`config.mk`:
```
export PLATFORM = sky130hd
export DESIGN_NAME = pipe_ctrl
export DESIGN_NICKNAME = d
export VERILOG_FILES = /design/src/rtl/pipe_ctrl.sv
export SDC_FILE = /design/constraint.sdc
export NUM_CORES = 1
export LEC_CHECK = 0
export ABC_AREA = 1
export CAP_MARGIN = 20
export CORE_UTILIZATION = 53
export CTS_BUF_LIST = sky130_fd_sc_hd__clkbuf_2
export DETAILED_ROUTE_END_ITERATION = 8
export PLACE_DENSITY = 0.87
export SLEW_MARGIN = 20
export SYNTH_ARGS = -nofsm -noshare
export SYNTH_HDL_FRONTEND = slang
export SYNTH_SLANG_ARGS = --single-unit
```
`constraint.sdc`:
```
create_clock -name clk -period 4.55 [get_ports clk]
set_clock_uncertainty 0.05 [all_clocks]
set_input_delay 0.91 -clock clk [delete_from_list [all_inputs] [get_ports clk]]
set_output_delay 0.91 -clock clk [all_outputs]
set_load 0.005 [all_outputs]
```
`src/rtl/pipe_ctrl.sv`:
```
// Pipelined MIPS control unit: ID decode, ID/EX -> EX/MEM -> MEM/WB control bundles,
// load-use / branch / jump hazard handling and a BREAK drain-to-halt FSM.
module pipe_ctrl #(
  parameter int unsigned ALUOP_W   = 5,
  parameter int unsigned EXTOP_W   = 2,
  parameter int unsigned DRAIN_CYC = 3
) (
  input  logic               clk,
  input  logic               rst_n,
  input  logic [31:0]        id_instr,
  input  logic               id_valid,
  input  logic               ex_zero,
  input  logic               dmem_busy,
  output logic               stall_if,
  output logic               flush_if_id,
  output logic [1:0]         pc_sel,
  output logic [EXTOP_W-1:0] id_extop,
  output logic [ALUOP_W-1:0] ex_aluctrl,
  output logic               ex_alusrc,
  output logic               ex_alushift,
  output logic               ex_regdst,
  output logic               ex_branch,
  output logic               ex_nbranch,
  output logic [4:0]         ex_rt,
  output logic               mem_memr,
  output logic               mem_memw,
  output logic               wb_regw,
  output logic               wb_mem2r,
  output logic               halt,
  output logic               illegal
);
  localparam int unsigned CNT_W = 4;

  localparam logic [5:0] OP_R = 6'h00, OP_J = 6'h02, OP_BEQ = 6'h04, OP_BNE = 6'h05,
                         OP_ADDI = 6'h08, OP_ORI = 6'h0d, OP_LUI = 6'h0f,
                         OP_LW = 6'h23, OP_SW = 6'h2b;
  localparam logic [5:0] FN_SLL = 6'h00, FN_SRL = 6'h02, FN_SRA = 6'h03, FN_BREAK = 6'h0d,
                         FN_ADDU = 6'h21, FN_SUBU = 6'h23, FN_AND = 6'h24, FN_OR = 6'h25,
                         FN_XOR = 6'h26, FN_SLT = 6'h2a;

  localparam logic [ALUOP_W-1:0] ALU_LUI = ALUOP_W'(1),  ALU_ADD = ALUOP_W'(3),
                                 ALU_SUB = ALUOP_W'(4),  ALU_SLT = ALUOP_W'(10),
                                 ALU_XOR = ALUOP_W'(12), ALU_OR  = ALUOP_W'(13),
                                 ALU_AND = ALUOP_W'(14), ALU_SLL = ALUOP_W'(15),
                                 ALU_SRL = ALUOP_W'(16), ALU_SRA = ALUOP_W'(17);
  localparam logic [EXTOP_W-1:0] EXT_ZERO = EXTOP_W'(0), EXT_SIGN = EXTOP_W'(1),
                                 EXT_LUI  = EXTOP_W'(2);

  typedef struct packed {
    logic [ALUOP_W-1:0] aluctrl;
    logic               alusrc;
    logic               alushift;
    logic               regdst;
    logic               branch;
    logic               nbranch;
    logic [4:0]         rt;
    logic               memr;
    logic               memw;
    logic               regw;
    logic               mem2r;
  } idex_t;

  typedef struct packed {
    logic memr;
    logic memw;
    logic regw;
    logic mem2r;
  } exmem_t;

  typedef struct packed {
    logic regw;
    logic mem2r;
  } memwb_t;

  typedef enum logic [1:0] {S_RUN, S_DRAIN, S_HALT} state_t;

  logic [5:0] op, fn;
  logic [4:0] rs, rt, rd;
  assign op = id_instr[31:26];
  assign rs = id_instr[25:21];
  assign rt = id_instr[20:16];
  assign rd = id_instr[15:11];
  assign fn = id_instr[5:0];

  logic unused_shamt;
  assign unused_shamt = ^id_instr[10:6];

  idex_t              dec;
  logic [EXTOP_W-1:0] dec_ext;
  logic               dec_ill, is_j, is_brk, uses_rt;

  // Instruction decode; unknown encodings collapse to a bubble
  always_comb begin
    dec     = '0;
    dec.rt  = rt;
    dec_ext = EXT_ZERO;
    dec_ill = 1'b0;
    is_j    = 1'b0;
    is_brk  = 1'b0;
    uses_rt = 1'b0;
    case (op)
      OP_R: begin
        uses_rt    = 1'b1;
        dec.regdst = 1'b1;
        dec.regw   = 1'b1;
        case (fn)
          FN_ADDU:  dec.aluctrl = ALU_ADD;
          FN_SUBU:  dec.aluctrl = ALU_SUB;
          FN_SLT:   dec.aluctrl = ALU_SLT;
          FN_AND:   dec.aluctrl = ALU_AND;
          FN_OR:    dec.aluctrl = ALU_OR;
          FN_XOR:   dec.aluctrl = ALU_XOR;
          FN_SLL: begin
            dec.aluctrl  = ALU_SLL;
            dec.alushift = 1'b1;
            dec.regw     = (rd != 5'd0);
          end
          FN_SRL: begin
            dec.aluctrl  = ALU_SRL;
            dec.alushift = 1'b1;
          end
          FN_SRA: begin
            dec.aluctrl  = ALU_SRA;
            dec.alushift = 1'b1;
          end
          FN_BREAK: is_brk  = 1'b1;
          default:  dec_ill = 1'b1;
        endcase
      end
      OP_ORI:  begin dec.aluctrl = ALU_OR;  dec.alusrc = 1'b1; dec.regw = 1'b1; end
      OP_LUI:  begin dec.aluctrl = ALU_LUI; dec.alusrc = 1'b1; dec.regw = 1'b1; dec_ext = EXT_LUI; end
      OP_ADDI: begin dec.aluctrl = ALU_ADD; dec.alusrc = 1'b1; dec.regw = 1'b1; dec_ext = EXT_SIGN; end
      OP_LW: begin
        dec.aluctrl = ALU_ADD;
        dec.alusrc  = 1'b1;
        dec.memr    = 1'b1;
        dec.regw    = 1'b1;
        dec.mem2r   = 1'b1;
        dec_ext     = EXT_SIGN;
      end
      OP_SW: begin
        dec.aluctrl = ALU_ADD;
        dec.alusrc  = 1'b1;
        dec.memw    = 1'b1;
        dec_ext     = EXT_SIGN;
        uses_rt     = 1'b1;
      end
      OP_BEQ: begin dec.aluctrl = ALU_SUB; dec.branch  = 1'b1; dec_ext = EXT_SIGN; uses_rt = 1'b1; end
      OP_BNE: begin dec.aluctrl = ALU_SUB; dec.nbranch = 1'b1; dec_ext = EXT_SIGN; uses_rt = 1'b1; end
      OP_J:    is_j    = 1'b1;
      default: dec_ill = 1'b1;
    endcase
    if (dec_ill || is_brk || is_j) dec = '0;
  end

  assign id_extop = dec_ext;

  idex_t            id_ex_q, id_ex_d;
  exmem_t           ex_mem_q, ex_mem_d;
  memwb_t           mem_wb_q, mem_wb_d;
  state_t           state_q, state_d;
  logic [CNT_W-1:0] cnt_q, cnt_d;
  logic             halt_q, halt_d, illegal_q, illegal_d;
  logic             taken, load_use;

  assign taken    = (id_ex_q.branch & ex_zero) | (id_ex_q.nbranch & ~ex_zero);
  assign load_use = id_valid && id_ex_q.memr && (id_ex_q.rt != 5'd0) &&
                    ((id_ex_q.rt == rs) || (uses_rt && (id_ex_q.rt == rt)));

  // Hazard priority and next-state; ID/EX defaults to a bubble
  always_comb begin
    stall_if       = 1'b0;
    flush_if_id    = 1'b0;
    pc_sel         = 2'd0;
    id_ex_d        = '0;
    ex_mem_d.memr  = id_ex_q.memr;
    ex_mem_d.memw  = id_ex_q.memw;
    ex_mem_d.regw  = id_ex_q.regw;
    ex_mem_d.mem2r = id_ex_q.mem2r;
    mem_wb_d.regw  = ex_mem_q.regw;
    mem_wb_d.mem2r = ex_mem_q.mem2r;
    state_d        = state_q;
    cnt_d          = cnt_q;
    halt_d         = halt_q;
    illegal_d      = 1'b0;
    if (dmem_busy) begin
      stall_if = 1'b1;
    end else begin
      case (state_q)
        S_RUN: begin
          if (taken) begin
            pc_sel      = 2'd1;
            flush_if_id = 1'b1;
          end else if (load_use) begin
            stall_if = 1'b1;
          end else if (id_valid && is_j) begin
            pc_sel      = 2'd2;
            flush_if_id = 1'b1;
          end else if (id_valid && is_brk) begin
            stall_if = 1'b1;
            state_d  = S_DRAIN;
            cnt_d    = CNT_W'(DRAIN_CYC);
          end else if (id_valid) begin
            id_ex_d   = dec;
            illegal_d = dec_ill;
          end
        end
        S_DRAIN: begin
          stall_if = 1'b1;
          cnt_d    = cnt_q - CNT_W'(1);
          if (cnt_q == CNT_W'(1)) begin
            state_d = S_HALT;
            halt_d  = 1'b1;
          end
        end
        default: stall_if = 1'b1;
      endcase
    end
  end

  always_ff @(posedge clk or negedge rst_n) begin
    if (!rst_n) begin
      id_ex_q   <= '0;
      ex_mem_q  <= '0;
      mem_wb_q  <= '0;
      state_q   <= S_RUN;
      cnt_q     <= '0;
      halt_q    <= 1'b0;
      illegal_q <= 1'b0;
    end else begin
      illegal_q <= illegal_d;
      if (!dmem_busy) begin
        id_ex_q  <= id_ex_d;
        ex_mem_q <= ex_mem_d;
        mem_wb_q <= mem_wb_d;
        state_q  <= state_d;
        cnt_q    <= cnt_d;
        halt_q   <= halt_d;
      end
    end
  end

  assign ex_aluctrl  = id_ex_q.aluctrl;
  assign ex_alusrc   = id_ex_q.alusrc;
  assign ex_alushift = id_ex_q.alushift;
  assign ex_regdst   = id_ex_q.regdst;
  assign ex_branch   = id_ex_q.branch;
  assign ex_nbranch  = id_ex_q.nbranch;
  assign ex_rt       = id_ex_q.rt;
  assign mem_memr    = ex_mem_q.memr;
  assign mem_memw    = ex_mem_q.memw;
  assign wb_regw     = mem_wb_q.regw;
  assign wb_mem2r    = mem_wb_q.mem2r;
  assign halt        = halt_q;
  assign illegal     = illegal_q;
endmodule

```
==> metrics.yaml <==
sta:
  layout_setup_ws_ns: 0.658
  clock.fmax_mhz: 257
  setup_violations: 0
  worst_slew_pin_slew_ns: 0.411
  fin_crit_sh_pct: 85.5
  maxSlewViolCount: 0
  finalHoldViolCount: 0
  holdWs_ns: 0.446
  rsz0062_at_grt: "no"
  slew_headroom_pct: 72.4
  setup_tns_ns: 0
  layout_min_cycle_time_ns: 3.89
critical_path:
  crit_required_ns: 3.59
  r2r_start: "ex_nbranch"
  crit_fanout: 10
  reg2reg_to: "ex_mem_d[1]"
  critical_path_arrival_ns: 2.93
  endpoint: "flush_if_id"
  rr_worst_depth: 7
  rrSetupSlack_ns: 2.74
  end_kind: "output pin"
  setup.worst_path.start_class: "input pin"
  path_class: "input pin to output pin"
  startpoint: "id_instr[28]"
floorplanning:
  initial_utilization_pct: 56.9
  die_area_um2: 4270
  num_io_pins: 64
  rows: 22
  fp.coreArea_um2: 3740
  die_w_um: 65.4
  die_height_um: 65.4
placed_design:
  placedCellCount: 402
  place.port_buffers: 58
  hpwl_mm: 4.06
  dpl_worst_slack_ns: 0.648
  place.gp.congestion: 0.829
cts:
  path_clk_slew_ns: 0.18
  cts_tree: "yes"
  root_buffer: "clkbuf_2"
  cts_setup_buffers: 0
  clock_latency_ns: 0.38
  htreeDepth: 2
  cts_made_buffers: 5
  clkSinkCount: 31
  cts_resized: 0
  cts.path.max_buffers: 2
  cts_hold_repair.buffers: 0
drt:
  wl_mm: 5.00
  drc: 0
  viasPerCell: 5.07
  firstDrtPassIters: 4
  wl_per_cell_um: 12.2
  num_vias: 2080
  first_iter_violations: 105
  ant_nets: 0
global_route:
  antenna_found_initial: 0
  grt_pass1_vias: 2002
  grt_start_max_net_pins: 30
  track_usage_pct: 25.8
  grt-ovfl-total: 0
  grt_first_pass_wirelength_mm: 8.45
final_layout:
  syn_to_final_growth_pct: 33.3
  n_antenna_cell: 0
  nFillCells: 305
  fin_cells: 410
  nets: 400
  drive_gt1_share_pct: 14.6
pwr:
  pwr_density_cell_nw_per_um2: 192
  peakVddDrop_mv: 0.111
  p_leak_nw: 1.35
  total_power_mw: 0.544
hold_path:
  hold_path_class: "register to register"
flow_run:
  cap_violations: 0
synth:
  ys_seq_area_share_pct: 36.4
  netlist_area_um2: 2130
  synth-seq-cells: 31
  synth_cells: 297
  synth_cell_types: 31
  syn-num-nets: 336
  yosysWarnings: 0
  synth.avg_cell_area_um2: 7.17
run_status:
  status: "complete, no violations"
cells in the mapped netlist:
master | count | area [µm²]
o21ai_0 | 16 | 80.1
nand4_4 | 1 | 21.3
nor2_8 | 1 | 20.0
a21oi_2 | 1 | 8.76
nand3b_4 | 1 | 20.0
ha_1 | 2 | 25.0
clkbuf_1 | 3 | 11.3
a21boi_1 | 1 | 7.51
nor2_2 | 12 | 75.1
nand4_2 | 1 | 12.5
a31oi_1 | 1 | 6.26
dfrtp_1 | 31 | 776
a21oi_1 | 5 | 25.0
nor2_1 | 27 | 101
xor2_1 | 1 | 8.76
nand3_1 | 22 | 110
nor3_1 | 4 | 20.0
or2_2 | 5 | 31.3
nand3_2 | 5 | 50.1
inv_1 | 33 | 124
xnor2_1 | 6 | 52.6
nand2_1 | 87 | 327
nand2_2 | 3 | 18.8
nand3_4 | 2 | 35.0
nor2_4 | 2 | 22.5
and2_4 | 1 | 8.76
o21ai_1 | 5 | 25.0
nor4_1 | 1 | 6.26
nand4_1 | 8 | 50.1
inv_2 | 7 | 26.3
nand2_4 | 2 | 22.5
metal layers:
metal / track usage, % / vias to the layer above / share of wire [%]
li1: - / 1073 / -
met1: 28.6 / 935 / 42
met2: 49.1 / 61 / 51
met3: 5.38 / 11 / 4.9
met4: 7.07 / 0 / 1.6
met5: 0 / - / 0
metrics by stage:
stage / area [µm²] / utilization, %
final: 2840 / 75.8
after floorplan: 2130 / -
after global routing: 2840 / 75.8
after CTS: 2840 / 75.8
after global placement: 2770 / 74.1
after detailed placement: 2770 / 74.1
logic make-up after synthesis:
kind of cell | share of synthesized area, %
AOI/OAI and AO/OA | 7.17
xor gates and xnor gates | 2.88
adders and majority gates | 1.18
buffers and inverters | 7.58
DFF | 36.4
and+or+nand+nor | 44.7
area by class of cell:
type / instances / area [µm²] / area share, %
Multi-Input combinational cell: 223 / 1190 / 42.0
Timing Repair Buffer: 60 / 596 / 21.0
Clock buffer: 5 / 25.0 / 0.882
Clock inverter: 3 / 38.8 / 1.37
Sequential cell: 31 / 776 / 27.3
Inverter: 40 / 150 / 5.29
Tap cell: 48 / 60.1 / 2.12
power by group:
| part | internal (mW) | switching [mW] | total, mW |
|---|---|---|---|
| clock | 0.0905 | 0.0961 | 0.187 |
| combinational | 0.0383 | 0.0433 | 0.0816 |
| sequential | 0.276 | 0.00000000000000115 | 0.276 |
how the worst min path moves through the flow:
stage                 from           to  slack, ns  depth (start not counted)
6_report              halt         halt       0.45                          2
5_1_grt        ex_mem_d[1]  ex_mem_q[1]       0.48                          2
4_1_cts               halt         halt       0.45                          2
3_5_place_dp          halt         halt       0.41                          2
3_3_place_gp          halt         halt       0.41                          2
2_1_floorplan  ex_mem_d[2]     mem_memw       0.39                          2
cell usage in the layout, fill, tap and decap left out, drive strengths merged:
cell	n
nand2	92
clkdlybuf4s50	58
nor2	42
inv	40
dfrtp	31
nand3	29
o21ai	21
nand4	10
xnor2	6
a21oi	6
or2	5
clkbuf	5
nor3	4
ha	2
buf	2
clkinv	2
xor2	1
a31oi	1
and2	1
nand3b	1
a21boi	1
nor4	1
bufinv	1
worst max-delay path: stages:
cell and delay (ns):
clkdlybuf4s50_1 0.55, inv_1 0.11, nor2_2 0.13, nand3_2 0.12, nand3_2 0.13, nand3_2 0.08, nand2_2 0.09, nand2_4 0.09
nand3_1 0.10, o21ai_0 0.13, clkdlybuf4s50_1 0.48
sequential cells by signal, indices dropped and copies added (netlist names):
| name | cells |
|---|---|
| wb_regw | 1 |
| mem_memw | 1 |
| state_q | 2 |
| ex_alushift | 1 |
| wb_mem2r | 1 |
| ex_nbranch | 1 |
| illegal | 1 |
| mem_memr | 1 |
| ex_branch | 1 |
| ex_mem_q | 1 |
| halt | 1 |
| ex_aluctrl | 5 |
| cnt_q | 4 |
| ex_alusrc | 1 |
| ex_regdst | 1 |
| ex_mem_d | 3 |
| ex_rt | 5 |
(Power assumes the default switching activity.)
